### config.mk
export PLATFORM = sky130hd
export DESIGN_NAME = sclk_burst_ctrl
export DESIGN_NICKNAME = d
export VERILOG_FILES = /design/src/rtl/sclk_burst_ctrl.sv
export SDC_FILE = /design/constraint.sdc
export NUM_CORES = 1
export LEC_CHECK = 0
export ABC_AREA = 1
export BUFFER_PORTS_ARGS = -buffer_cell sky130_fd_sc_hd__buf_2
export CAP_MARGIN = 25
export CORE_MARGIN = 2
export CORE_UTILIZATION = 48
export CTS_CLUSTER_DIAMETER = 50
export CTS_CLUSTER_SIZE = 14
export DETAILED_ROUTE_END_ITERATION = 8
export GPL_ROUTABILITY_DRIVEN = 0
export PLACE_DENSITY_LB_ADDON = 0.2
export SLEW_MARGIN = 20
export SYNTH_ARGS = -nofsm -noshare
export SYNTH_HDL_FRONTEND = slang
export SYNTH_SLANG_ARGS = --single-unit
### constraint.sdc
create_clock -name inClk -period 4.93 [get_ports inClk]
set_clock_uncertainty 0.2 [all_clocks]
set_input_delay 0.986 -clock inClk [delete_from_list [all_inputs] [get_ports inClk]]
set_output_delay 0.986 -clock inClk [all_outputs]
set_load 0.01 [all_outputs]
### src/rtl/sclk_burst_ctrl.sv
// Serial-clock burst generator: SETUP, then alternating HIGH/LOW phases of DIV/2 cycles, then TAIL.
// Define SCLK_CPOL_HIGH_EN for an sclk that idles high; the default build idles low.
module sclk_burst_ctrl #(
  parameter int DIV   = 4,
  parameter int CNT_W = 16
) (
  input  logic       inClk,
  input  logic       inResetN,
  input  logic       start,
  input  logic [4:0] bitCount,
  input  logic       abort,
  output logic       busy,
  output logic       done,
  output logic       sclk,
  output logic       shiftEn,
  output logic       sampleEn
);

  // state | meaning
  // IDLE  | waiting for start; done pulses here after a normal burst
  // SETUP | lead-in phase, first data bit presented
  // HIGH  | sclk at active level, data sampled on entry
  // LOW   | sclk at idle level, next data bit presented on entry
  // TAIL  | trailing idle phase after the last bit
  typedef enum logic [2:0] {IDLE, SETUP, HIGH, LOW, TAIL} stateT;

`ifdef SCLK_CPOL_HIGH_EN
  localparam logic SCLK_IDLE = 1'b1;
`else
  localparam logic SCLK_IDLE = 1'b0;
`endif
  localparam logic SCLK_ACTIVE = ~SCLK_IDLE;
  localparam logic [CNT_W-1:0] PHASE_LAST = CNT_W'(DIV / 2 - 1);

  stateT            state, stateNext;
  logic [CNT_W-1:0] phaseCnt, phaseCntNext;
  logic [4:0]       remaining, remainingNext;
  logic             phaseEnd;
  logic             busyNext, doneNext, sclkNext, shiftEnNext, sampleEnNext;

  assign phaseEnd = (phaseCnt == PHASE_LAST);

  always_ff @(posedge inClk or negedge inResetN) begin
    if (!inResetN) begin
      state     <= IDLE;
      phaseCnt  <= '0;
      remaining <= '0;
      busy      <= 1'b0;
      done      <= 1'b0;
      sclk      <= SCLK_IDLE;
      shiftEn   <= 1'b0;
      sampleEn  <= 1'b0;
    end else begin
      state     <= stateNext;
      phaseCnt  <= phaseCntNext;
      remaining <= remainingNext;
      busy      <= busyNext;
      done      <= doneNext;
      sclk      <= sclkNext;
      shiftEn   <= shiftEnNext;
      sampleEn  <= sampleEnNext;
    end
  end

  always_comb begin
    stateNext     = state;
    phaseCntNext  = phaseEnd ? '0 : phaseCnt + CNT_W'(1);
    remainingNext = remaining;
    doneNext      = 1'b0;

    unique case (state)
      IDLE: begin
        phaseCntNext = '0;
        if (start && !abort && (bitCount != 5'd0)) begin
          stateNext     = SETUP;
          remainingNext = bitCount;
        end
      end
      SETUP: if (phaseEnd) stateNext = HIGH;
      HIGH: begin
        if (phaseEnd) begin
          remainingNext = remaining - 5'd1;
          stateNext     = (remaining == 5'd1) ? TAIL : LOW;
        end
      end
      LOW:  if (phaseEnd) stateNext = HIGH;
      TAIL: begin
        if (phaseEnd) begin
          stateNext = IDLE;
          doneNext  = 1'b1;
        end
      end
      default: stateNext = IDLE;
    endcase

    // abort overrides everything, including the done that TAIL would raise
    if (abort && (state != IDLE)) begin
      stateNext    = IDLE;
      phaseCntNext = '0;
      doneNext     = 1'b0;
    end

    // outputs are decoded from the next state so they land in the flops aligned with it
    busyNext     = (stateNext != IDLE);
    shiftEnNext  = (phaseCntNext == '0) && ((stateNext == SETUP) || (stateNext == LOW));
    sampleEnNext = (phaseCntNext == '0) && (stateNext == HIGH);
    sclkNext     = (stateNext == HIGH) ? SCLK_ACTIVE : SCLK_IDLE;
  end

endmodule

; ---- Word level (Yosys, flattened, before mapping)
; Index checks and enable logic that the tools add are counted.
; W data, S select, Z words.
[totals]
ff_bits = 29
inputBits = 9
[op_classes]
add_sub_neg = 2
eq_ne = 11
n_mux = 17
n_reduce_logical = 15
[op_table]
columns = op, n
row1 = $mux W16, 3
row2 = $mux W3, 6
row3 = $add A16 B1 Y16 const B, 1
row4 = $eq A16 B1 Y1 const B, 1
row5 = $logic_not A16 Y1, 1
row6 = $eq A3 B2 Y1 const B, 4
row7 = $pmux W3 S4, 1
row8 = $mux W5, 2
row9 = $pmux W5 S2, 1
row10 = $eq A3 B1 Y1 const B, 2
row11 = $reduce_bool A3 Y1, 2
row12 = $eq A5 B1 Y1 const B, 1
row13 = $logic_and A1 B1 Y1, 5
row14 = $reduce_bool A5 Y1, 1
row15 = $sub A5 B1 Y5 const B, 1
row16 = $mux W1, 4
row17 = $ne A2 B2 Y1 const B, 2
row18 = $eq A3 B3 Y1 const B, 1
row19 = $logic_not A3 Y1, 1
row20 = $reduce_and A3 Y1, 1
row21 = $reduce_bool A2 Y1, 1
row22 = $reduce_or A2 Y1, 1
row23 = $logic_not A1 Y1, 1
row24 = $logic_or A1 B1 Y1, 1

; ---- Depth between registers and ports, before layout
; Gate-level depths: netlist of run 1.
[logic_depth]
word_depth = 9
ltp_mapped = 13

; ---- Worst setup path before layout of run 1
; Ideal clock, no wire load.
[synth_timing]
kind = in2reg
startpoint = in abort
endpoint = reg sampleEn
setup_time_ns = 0.116
arrival_time_ns = 1.710
required_time_ns = 4.614
path_slack_ns = 2.904
stages = 8
n_path_buf = 0
path_cell_list = inv_1 nand2_1 a21oi_4 nand3_1 nand2_1 nor2_1 nand3_1 nor2_1
[synth_between]
elab_chain_cells = 8
[synth_lines]
columns = element, line_no
row1 = start: declaration, 11  ; input logic abort,
row2 = $logic_not A1 Y1, 74  ; if (start && !abort && (bitCount != 5'd0)) begin
row3 = $logic_and A1 B1 Y1 (2 in series), 74
row4 = $mux W3, 74
row5 = $pmux W3 S4, 71  ; unique case (state)
row6 = $mux W3, 97  ; if (abort && (state != IDLE)) begin
row7 = $eq A3 B2 Y1, 106  ; sampleEnNext = (phaseCntNext == '0) && (stateNext == HIGH);
row8 = $logic_and A1 B1 Y1 *, 106
row9 = via sampleEnNext, 39  ; logic busyNext, doneNext, sclkNext, shiftEnNext, sampleEnNext;
row10 = end signal: assignment, 61  ; sampleEn <= sampleEnNext;
row11 = end: declaration, 16  ; output logic sampleEn
; Mark *: on every way through the listed nets, which the timed path passes. The rest lies on a longest branch.
; A chain may end at the register's enable or synchronous reset.

; ---- Worst setup path in the final report of run 1
[layout_timing]
startpoint = in abort
endpoint = reg shiftEn
[layout_between]
elab_chain_cells = 9
[layout_lines]
columns = element, line_no
row1 = $logic_not A1 Y1, 74
row2 = $logic_and A1 B1 Y1 (2 in series), 74
row3 = $mux W3, 74
row4 = $pmux W3 S4, 71
row5 = $mux W3, 97
row6 = $eq A3 B1 Y1 / $eq A3 B2 Y1 (equally long branches), 105  ; shiftEnNext = (phaseCntNext == '0) && ((stateNext == SETUP) || (stateNext == LOW));
row7 = $logic_or A1 B1 Y1, 105
row8 = $logic_and A1 B1 Y1 *, 105
row9 = via shiftEnNext, 39
row10 = end signal: assignment, 60  ; shiftEn <= shiftEnNext;
row11 = end: declaration, 15  ; output logic shiftEn,
; Marks and branches as above.

==> flow_metrics.py, run 1 <==
metrics = {
    "cts": {
        "tritoncts": "built",
        "htreeDepth": 2,
        "cts_setup_buffers": 0,
        "clockBufferDepth": 2,
        "cts.clk_slew.worst_paths_ps": 70,
        "cts_hold_buf": 0,
        "root_buffer": "clkbuf_8",
        "cts_buffers": 5,
        "clkSinkCount": 29,
        "clkLatencyLatePin_ps": 290,
        "cts_resized": 0,
    },
    "timing": {
        "post-route-period-util": 0.427,
        "setup_tns_ps": 0,
        "finalHoldViolCount": 0,
        "slew_headroom": 0.560,
        "fin_hold_ws_ps": 322,
        "worst_pin_slew_ps": 660,
        "fmax_ghz": 0.475,
        "setup_viol": 0,
        "rsz0062_at_grt": "no",
        "drv_slew": 0,
        "fin_ws_ps": 2820,
        "period_needed_ps": 2110,
    },
    "layout": {
        "num-nets-final": 300,
        "drive_above_1_share": 0.125,
        "layout_commonest_cell": "nand2_1",
        "mostFrequentLayoutCells": "nand2_1 (58), inv_1 (52), nor2_1 (47), dfrtp_1 (29), nand3_1 (24)",
        "area_growth_pct": 11.7,
        "stdcell_area_um2": 2070,
        "diodes": 0,
    },
    "critical_path": {
        "worst-endpoint-required_ps": 4910,
        "crit_buf_inv": 2,
        "crit_family": "simple AND/OR/NAND/NOR gates",
        "worst_path_largest_cell_delay_ps": 260,
        "crit_chain": "buf_2 > inv_1 > nand2_1 > a21oi_4 > nand3_1 > nand2_1 > nor2_1 > nand3_1 > nor2_1",
        "crit_fanout": 8,
        "slowest_stage": "a21oi_4",
        "critical_path_class": "primary input to flop",
        "start_kind": "primary input",
        "crit_arrival_ps": 2080,
        "endpoint_kind": "flop",
        "r2r_slack_ps": 2980,
    },
    "die": {
        "io_pins": 14,
        "core-area_um2": 3690,
        "design.die.area_um2": 4370,
        "dieWidth_um": 66.1,
        "num_rows": 22,
        "initial_core_util": 0.502,
        "die_h_um": 66.1,
    },
    "synthesis": {
        "avgSynthCellArea_um2": 6.94,
        "yosysSeqAreaShare": 0.392,
        "synth-seq-cells": 29,
        "syn-num-nets": 280,
        "synthDistinctLibCells": 25,
        "synth-edff-count": 0,
        "async_flop_share": 1.00,
        "netlist_area_um2": 1850,
        "synthFlopType": "dfrtp_1",
        "synth_cells": 267,
        "ys_warn_count": 0,
    },
    "route": {
        "vias_per_cell": 5.08,
        "drc": 0,
        "postRouteAntennaNets": 0,
        "drtIter0Drc": 123,
        "wirelength_mm": 4.00,
        "num_vias": 1707,
        "first_pass_iters": 4,
        "routedWlPerCell_um": 11.9,
    },
    "power_and_ir_drop": {
        "powerDensity_nw_per_um2": 366,
        "p_leak_uw": 0.00110,
        "peakVddDrop_uv": 238,
    },
    "place": {
        "dp_hpwl_mm": 3.08,
        "pre_cts_slack_ps": 2510,
        "io_buffers": 13,
        "dpl_cell_area_um2": 1980,
    },
    "min_path": {
        "hold_path.class": "flop to flop",
    },
    "grt": {
        "grt.overflow.total": 0,
        "grt_first_pass_wirelength_mm": 7.17,
        "antenna_found_initial": 0,
        "grt_start_max_net_pins": 30,
        "grt_usage": 0.218,
        "first_global_vias": 1667,
    },
    "run": {
        "drv_cap": 0,
    },
    "status": {
        "status": "completed",
    },
}
-- cell families (layout without fill, tap and decap cells) --
logic type,after synthesis,count (layout),share of synthesized area
adders and majority gates,4,4,0.0270
and+or+nand+nor,155,155,0.381
xor gates and xnor gates,3,3,0.0142
AOI/OAI and AO/OA,23,23,0.0784
DFF,29,29,0.392
buffers and inverters,53,74,0.107
-- stage by stage --
step / instances / total power [uW] / util
after floorplan: 267 / 495 / -
after global placement: 328 / 559 / 0.536
after detailed placement: 328 / 560 / 0.536
after CTS: 336 / 765 / 0.561
after global routing: 336 / 817 / 0.561
final: 336 / 756 / 0.561
-- registers in the layout (all words and copies together) (netlist names) --
register	count
state	3
done	1
remaining	5
sclk	1
phaseCnt	16
shiftEn	1
sampleEn	1
busy	1
-- path summary, 6_finish.rpt --
path	startpoint	to	cells past startpoint
worst max-delay path	abort	shiftEn	9
worst min-delay path	phaseCnt[0]	phaseCnt[0]	1
worst max register to register	phaseCnt[0]	shiftEn	11
worst min register to register	phaseCnt[0]	phaseCnt[0]	1
max in group asynchronous	inResetN	sampleEn	1
min in group asynchronous	inResetN	phaseCnt[7]	1
-- cell type report --
type / instances / area, um^2
fill: 379 / 1620
multi-input combinational: 185 / 927
sequential: 29 / 726
inverter: 53 / 199
clock buffer: 5 / 68.8
timing repair buffer: 13 / 65.1
tap: 48 / 60.1
clock inverter: 3 / 22.5
-- power by group --
| part | switching [uW] | leakage (uW) | internal (uW) |
|---|---|---|---|
| Clock | 102 | 0.0000364 | 98.8 |
| Sequential | 22.3 | 0.000389 | 278 |
| Combinational | 172 | 0.000671 | 83.7 |
| Total | 296 | 0.00110 | 460 |
-- Yosys cell counts, drive strengths merged (2+ instances only) --
master / n / area, um^2
xor2: 2 / 17.5
dfrtp: 29 / 726
o211ai: 3 / 22.5
nand3: 24 / 120
a21oi: 3 / 26.3
ha: 4 / 50.1
nand4: 8 / 50.1
o21ai: 14 / 70.1
nand2: 61 / 241
nor3: 4 / 20.0
inv: 53 / 199
nor2: 56 / 258
-- per-layer routing --
metal / vias up / routed length [um] / track usage / part of all wire
li1: 876 / - / - / -
met1: 790 / 1880 / 0.278 / 0.47
met2: 31 / 1850 / 0.343 / 0.46
met3: 10 / 162 / 0.0579 / 0.041
met4: 0 / 98 / 0.102 / 0.025
met5: - / 0 / 0 / 0
(Power assumes the default switching activity.)
==> run 2: changes to the inputs <==
ABC_AREA = 0   (was 1)
clock period = 1.77 ns   (was 4.93 ns; I/O delays follow)
==> run 2 against run 1 <==
Against the previous run: the run now ends with negative setup slack left; first-iteration DRC count up 6.5%; synthesized area down 1.4%; flip-flop and latch count unchanged; cell area up 38%; synthesized cell count down 28%; worst setup slack worse by 3300 ps; core utilization up 22 points; cell count down 3.3%; critical path depth down 3; combinational power rose to 4.8 times the previous value; die area down 1.3%; largest cell class unchanged; largest power group is now combinational logic.
==> flow_metrics.py, run 2 <==
metrics = {
    "cts": {
        "tritoncts": "built",
        "clkSinkCount": 29,
        "root_buffer": "clkbuf_8",
        "cts.clk_slew.worst_paths_ps": 70,
        "cts_buffers": 5,
        "htreeDepth": 2,
        "clkLatencyLatePin_ps": 290,
        "clockBufferDepth": 2,
    },
    "layout": {
        "area_growth_pct": 56.2,
        "reg_top3": "phaseCnt: 16 flops, remaining: 5 flops, state: 3 flops",
        "ff_latch_area_um2": 729,
        "largest_register_ff_count": 16,
        "layout_commonest_cell": "buf_4",
        "largest_register": "phaseCnt",
        "num-nets-final": 289,
        "fin_cells": 325,
        "multi_input_area_um2": 1240,
        "stdcell_area_um2": 2850,
        "mostFrequentLayoutCells": "buf_4 (62), nor2_1 (27), dfrtp_1 (26), buf_2 (13)",
        "drive_above_1_share": 0.509,
        "nFillCells": 218,
        "diodes": 0,
    },
    "synthesis": {
        "synthDistinctLibCells": 52,
        "yosys-top-cells-count": "dfrtp_1 (29), nor2_1 (28), nand2_1 (10), nand3_1 (10), xnor2_1 (9)",
        "avgSynthCellArea_um2": 9.46,
        "synth.most_common_cell": "dfrtp_1",
        "synth.area.top_cells": "dfrtp_1 (40%), nor2_1 (5.8%), xnor2_1 (4.3%)",
        "async_flop_share": 1.00,
        "synth-seq-cells": 29,
        "synth-edff-count": 0,
        "synth_largest_area_cell": "dfrtp_1",
        "synth_top_area_frac": 0.398,
        "synth_cells": 193,
        "netlist_area_um2": 1830,
        "yosysSeqAreaShare": 0.398,
        "syn-num-nets": 206,
        "ys_warn_count": 0,
        "synthFlopType": "dfrtp_1",
    },
    "place": {
        "dp_hpwl_mm": 3.41,
        "dp_cells": 303,
        "io_buffers": 13,
        "dpl_cell_area_um2": 2370,
    },
    "timing": {
        "slew_headroom": 0.538,
        "post-route-period-util": 1.25,
        "fin_ws_ps": -434,
        "finalHoldViolCount": 0,
        "setup_viol": 29,
        "rsz0062_at_grt": "yes",
        "drv_slew": 0,
        "worst_pin_slew_ps": 694,
        "fmax_ghz": 0.454,
        "period_needed_ps": 2200,
    },
    "power_and_ir_drop": {
        "peakVddDrop_uv": 455,
        "powerDensity_nw_per_um2": 992,
        "total_power_uw": 2830,
        "pwr-share-comb": 0.439,
        "swShare": 0.344,
        "seqPwrFrac": 0.300,
        "p_leak_uw": 0.00127,
        "p_sw_uw": 972,
        "p_int_uw": 1860,
        "power.clock.fraction": 0.260,
    },
    "status": {
        "violations": "negative setup slack",
        "status": "finished, violations left",
    },
    "min_path": {
        "hold_path.class": "primary input to flop",
    },
    "critical_path": {
        "critical_path_class": "flop to flop",
        "slowest_stage": "dfrtp_1",
        "crit_chain": "nor2_2 > nand3_4 > buf_6 > nand4b_1 > o31a_1 > nor4_2",
        "worst_path_largest_cell_delay_ps": 480,
        "crit_fanout": 7,
        "crit_arrival_ps": 2190,
        "crit_buf_inv": 1,
        "endpoint_kind": "flop",
        "start_kind": "flop",
        "r2r_slack_ps": -430,
        "worst-endpoint-required_ps": 1750,
        "crit_family": "simple AND/OR/NAND/NOR gates",
    },
    "die": {
        "design.die.area_um2": 4310,
        "dieWidth_um": 65.7,
        "core-area_um2": 3660,
        "initial_core_util": 0.499,
        "io_pins": 14,
        "die_h_um": 65.7,
        "num_rows": 22,
    },
    "route": {
        "first_pass_iters": 4,
        "vias_per_cell": 5.66,
        "drc": 0,
        "drtIter0Drc": 131,
        "postRouteAntennaNets": 0,
        "num_vias": 1838,
        "wirelength_mm": 5.75,
        "routedWlPerCell_um": 17.7,
    },
    "grt": {
        "first_global_vias": 1915,
        "grt_first_pass_wirelength_mm": 8.83,
        "grt_usage": 0.276,
        "grt_start_max_net_pins": 30,
        "antenna_found_initial": 0,
        "grt.overflow.total": 0,
    },
    "run": {
        "drv_cap": 0,
    },
}
-- run 2: changes by cell type after synthesis, sizes merged, moves of 5 or more --
| cell | previous run | this run |
|---|---|---|
| buf | 0 | 7 |
| inv | 53 | 8 |
| nand2 | 61 | 10 |
| nand3 | 24 | 12 |
| nand4 | 8 | 3 |
| nor2 | 56 | 28 |
| nor3 | 4 | 12 |
| nor4 | 0 | 7 |
| xnor2 | 1 | 9 |
-- run 2: worst paths after layout --
kind / endpoint / cells past startpoint / startpoint
worst max-delay path: sampleEn / 6 / phaseCnt[2]
worst max register to register: sampleEn / 6 / phaseCnt[2]
worst min register to register: remaining[4] / 2 / remaining[4]
worst min-delay path: done / 2 / abort
min in group asynchronous: phaseCnt[13] / 2 / inResetN
max in group asynchronous: phaseCnt[5] / 2 / inResetN
-- run 2: what timing repair did --
| item | CTS | global route |
|---|---|---|
| resized for setup | 26 | 21 |
| setup buffers | 9 | 7 |
| cloned | 0 | 1 |
| pin swaps | 13 | 22 |
| endpoints found under the hold margin | 29 | 0 |
| hold buffers | 1 | 0 |
| endpoints found under the setup margin | 28 | 29 |
-- run 2: per-layer routing --
| layer | share of wire | vias up | track usage |
|---|---|---|---|
| met1 | 0.40 | 908 | 0.297 |
| met5 | 0 | - | 0 |
| met3 | 0.042 | 21 | 0.0651 |
| met4 | 0.026 | 0 | 0.133 |
| met2 | 0.54 | 56 | 0.503 |
| li1 | - | 853 | - |
-- run 2: metrics by stage --
step	util	setup WS (ps)	hold WS, ps	TNS (ps)
floorplan	-	-283	-142	-1460
global placement	0.648	-369	208	-3180
detailed placement	0.648	-435	234	-4140
CTS	0.736	-309	129	-4430
global route	0.779	-550	161	-8070
finish	0.779	-434	151	-6400
-- run 2: final cells by class --
type	count	share of cell area
clock inverter	2	0.0132
inverter	8	0.0114
sequential	29	0.256
multi-input combinational	145	0.434
tap	48	0.0211
clock buffer	6	0.0290
timing repair buffer	87	0.236
-- run 2: power by group through the flow --
stage / clock [uW] / combinational (uW) / sequential (uW)
finish: 736 / 1240 / 850
global route: 767 / 1320 / 853
CTS: 739 / 1010 / 839
detailed placement: 0 / 869 / 846
global placement: 0 / 834 / 836
floorplan: 0 / 418 / 873
-- run 2: kinds of logic after synthesis --
group | share of synthesized area
muxes | 0.0117
AOI/OAI and AO/OA | 0.149
buffers and inverters | 0.0541
xor gates and xnor gates | 0.0720
DFF | 0.398
adders and majority gates | 0.0274
and+or+nand+nor | 0.289
==> run 3: changes to the inputs <==
RECOVER_POWER = 50   (was default)
==> run 3 against run 2 <==
Against the previous run: the run still ends with negative setup slack left; core utilization decreased by 0.17 points; cell area decreased by 0.22%; worst hold slack improved by 5.3 ps; global-route usage unchanged; worst setup slack got worse by 0.66 ps; sequential share of layout area increased by 0.056 points; clock power decreased by 0.7%; first-iteration DRC count decreased by 3.1%; maximum frequency about the same; clock-buffer cell count unchanged; largest cell class unchanged; highest routed layer unchanged.
==> flow_metrics.py, run 3 (synthesis gave the netlist of run 2 again) <==
metrics = {
    "layout": {
        "mostFrequentLayoutCells": "buf_4 (62), nor2_1 (27), dfrtp_1 (26), nand2_1 (10), buf_6 (10)",
        "stdcell_area_um2": 2850,
        "reg_top3": "phaseCnt: 16 flops, remaining: 5 flops, state: 3 flops",
        "area_growth_pct": 55.9,
        "largest_register": "phaseCnt",
        "diodes": 0,
        "layout_commonest_cell": "buf_4",
        "ff_latch_area_um2": 729,
        "nFillCells": 219,
        "largest_register_ff_count": 16,
        "num-nets-final": 289,
        "multi_input_area_um2": 1240,
        "drive_above_1_share": 0.491,
    },
    "timing": {
        "finalHoldViolCount": 0,
        "rsz0062_at_grt": "yes",
        "worst_pin_slew_ps": 767,
        "fin_hold_ws_ps": 157,
        "setup_tns_ps": -6400,
        "drv_slew": 0,
        "period_needed_ps": 2200,
        "fmax_ghz": 0.454,
        "slew_headroom": 0.489,
        "setup_viol": 29,
        "fin_ws_ps": -435,
        "post-route-period-util": 1.25,
    },
    "die": {
        "core-area_um2": 3660,
        "num_rows": 22,
        "initial_core_util": 0.499,
        "die_h_um": 65.7,
        "design.die.area_um2": 4310,
        "io_pins": 14,
        "dieWidth_um": 65.7,
    },
    "critical_path": {
        "worst-endpoint-required_ps": 1750,
        "endpoint_kind": "flop",
        "critical_path_class": "flop to flop",
        "crit_fanout": 7,
        "r2r_slack_ps": -430,
        "crit_arrival_ps": 2180,
        "cp-startpoint": "phaseCnt[2]",
        "start_kind": "flop",
        "rr_startpoint": "phaseCnt[2]",
    },
    "cts": {
        "cts.clk_slew.worst_paths_ps": 70,
        "clkLatencyLatePin_ps": 290,
        "tritoncts": "built",
        "root_buffer": "clkbuf_8",
        "clkSinkCount": 29,
        "clockBufferDepth": 2,
        "cts_buffers": 5,
        "htreeDepth": 2,
    },
    "route": {
        "first_pass_iters": 4,
        "postRouteAntennaNets": 0,
        "vias_per_cell": 5.70,
        "drc": 0,
        "wirelength_mm": 5.74,
        "drtIter0Drc": 127,
        "routedWlPerCell_um": 17.7,
        "num_vias": 1851,
    },
    "min_path": {
        "hold_path.class": "primary input to flop",
        "min-delay-start": "abort",
    },
    "place": {
        "dpl_cell_area_um2": 2370,
        "io_buffers": 13,
        "dp_hpwl_mm": 3.41,
        "pre_cts_slack_ps": -435,
    },
    "power_and_ir_drop": {
        "p_leak_uw": 0.00125,
        "peakVddDrop_uv": 455,
        "total_power_uw": 2820,
        "powerDensity_nw_per_um2": 991,
    },
    "grt": {
        "grt_start_max_net_pins": 30,
        "grt_first_pass_wirelength_mm": 8.83,
        "first_global_vias": 1915,
        "grt.overflow.total": 0,
        "antenna_found_initial": 0,
        "grt_usage": 0.276,
    },
    "run": {
        "drv_cap": 0,
    },
    "status": {
        "violations": "negative setup slack",
        "status": "finished, violations left",
    },
}
[run 3: worst paths after layout]
| kind | end | cells past startpoint |
|---|---|---|
| max reg2reg | sampleEn | 6 |
| min in group asynchronous | phaseCnt[13] | 2 |
| min | done | 2 |
| min reg2reg | remaining[4] | 2 |
| max in group asynchronous | phaseCnt[5] | 2 |
| max | sampleEn | 6 |
[run 3: power breakdown]
| part | switching [uW] | internal, uW | leakage (uW) |
|---|---|---|---|
| sequential | 80.8 | 771 | 0.000386 |
| clock | 274 | 457 | 0.0000574 |
| combinational | 614 | 622 | 0.000810 |
[run 3: metal layers]
metal	track usage	share of wire	vias up
met5	0	0	-
met4	0.133	0.024	0
met3	0.0651	0.046	20
met2	0.503	0.54	69
met1	0.297	0.39	909
li1	-	-	853
[run 3: stage by stage]
step,utilization,instances
6_report,0.777,325
5_1_grt,0.777,325
4_1_cts,0.736,320
3_5_place_dp,0.648,303
3_3_place_gp,0.648,303
2_1_floorplan,-,193
[run 3: critical path, cell delays in order (launching register included)]
cell and delay, ps:
dfrtp_1 480, nor2_2 240, nand3_4 130, buf_6 160, nand4b_1 250, o31a_1 340
nor4_2 300
[run 3: area by class of cell]
type,instances,area share
inverter,8,0.0114
timing repair buffer,87,0.234
tap,48,0.0211
clock buffer,6,0.0290
multi-input combinational,145,0.434
sequential,29,0.256
clock inverter,2,0.0132
[run 3: what timing repair did]
item / CTS / global route
hold endpoints to repair: 29 / 0
buffers inserted: 9 / 7
cloned: 0 / 1
hold buffers: 1 / 0
pin swaps: 13 / 22
setup endpoints to repair: 28 / 29
gates resized for setup: 26 / 21
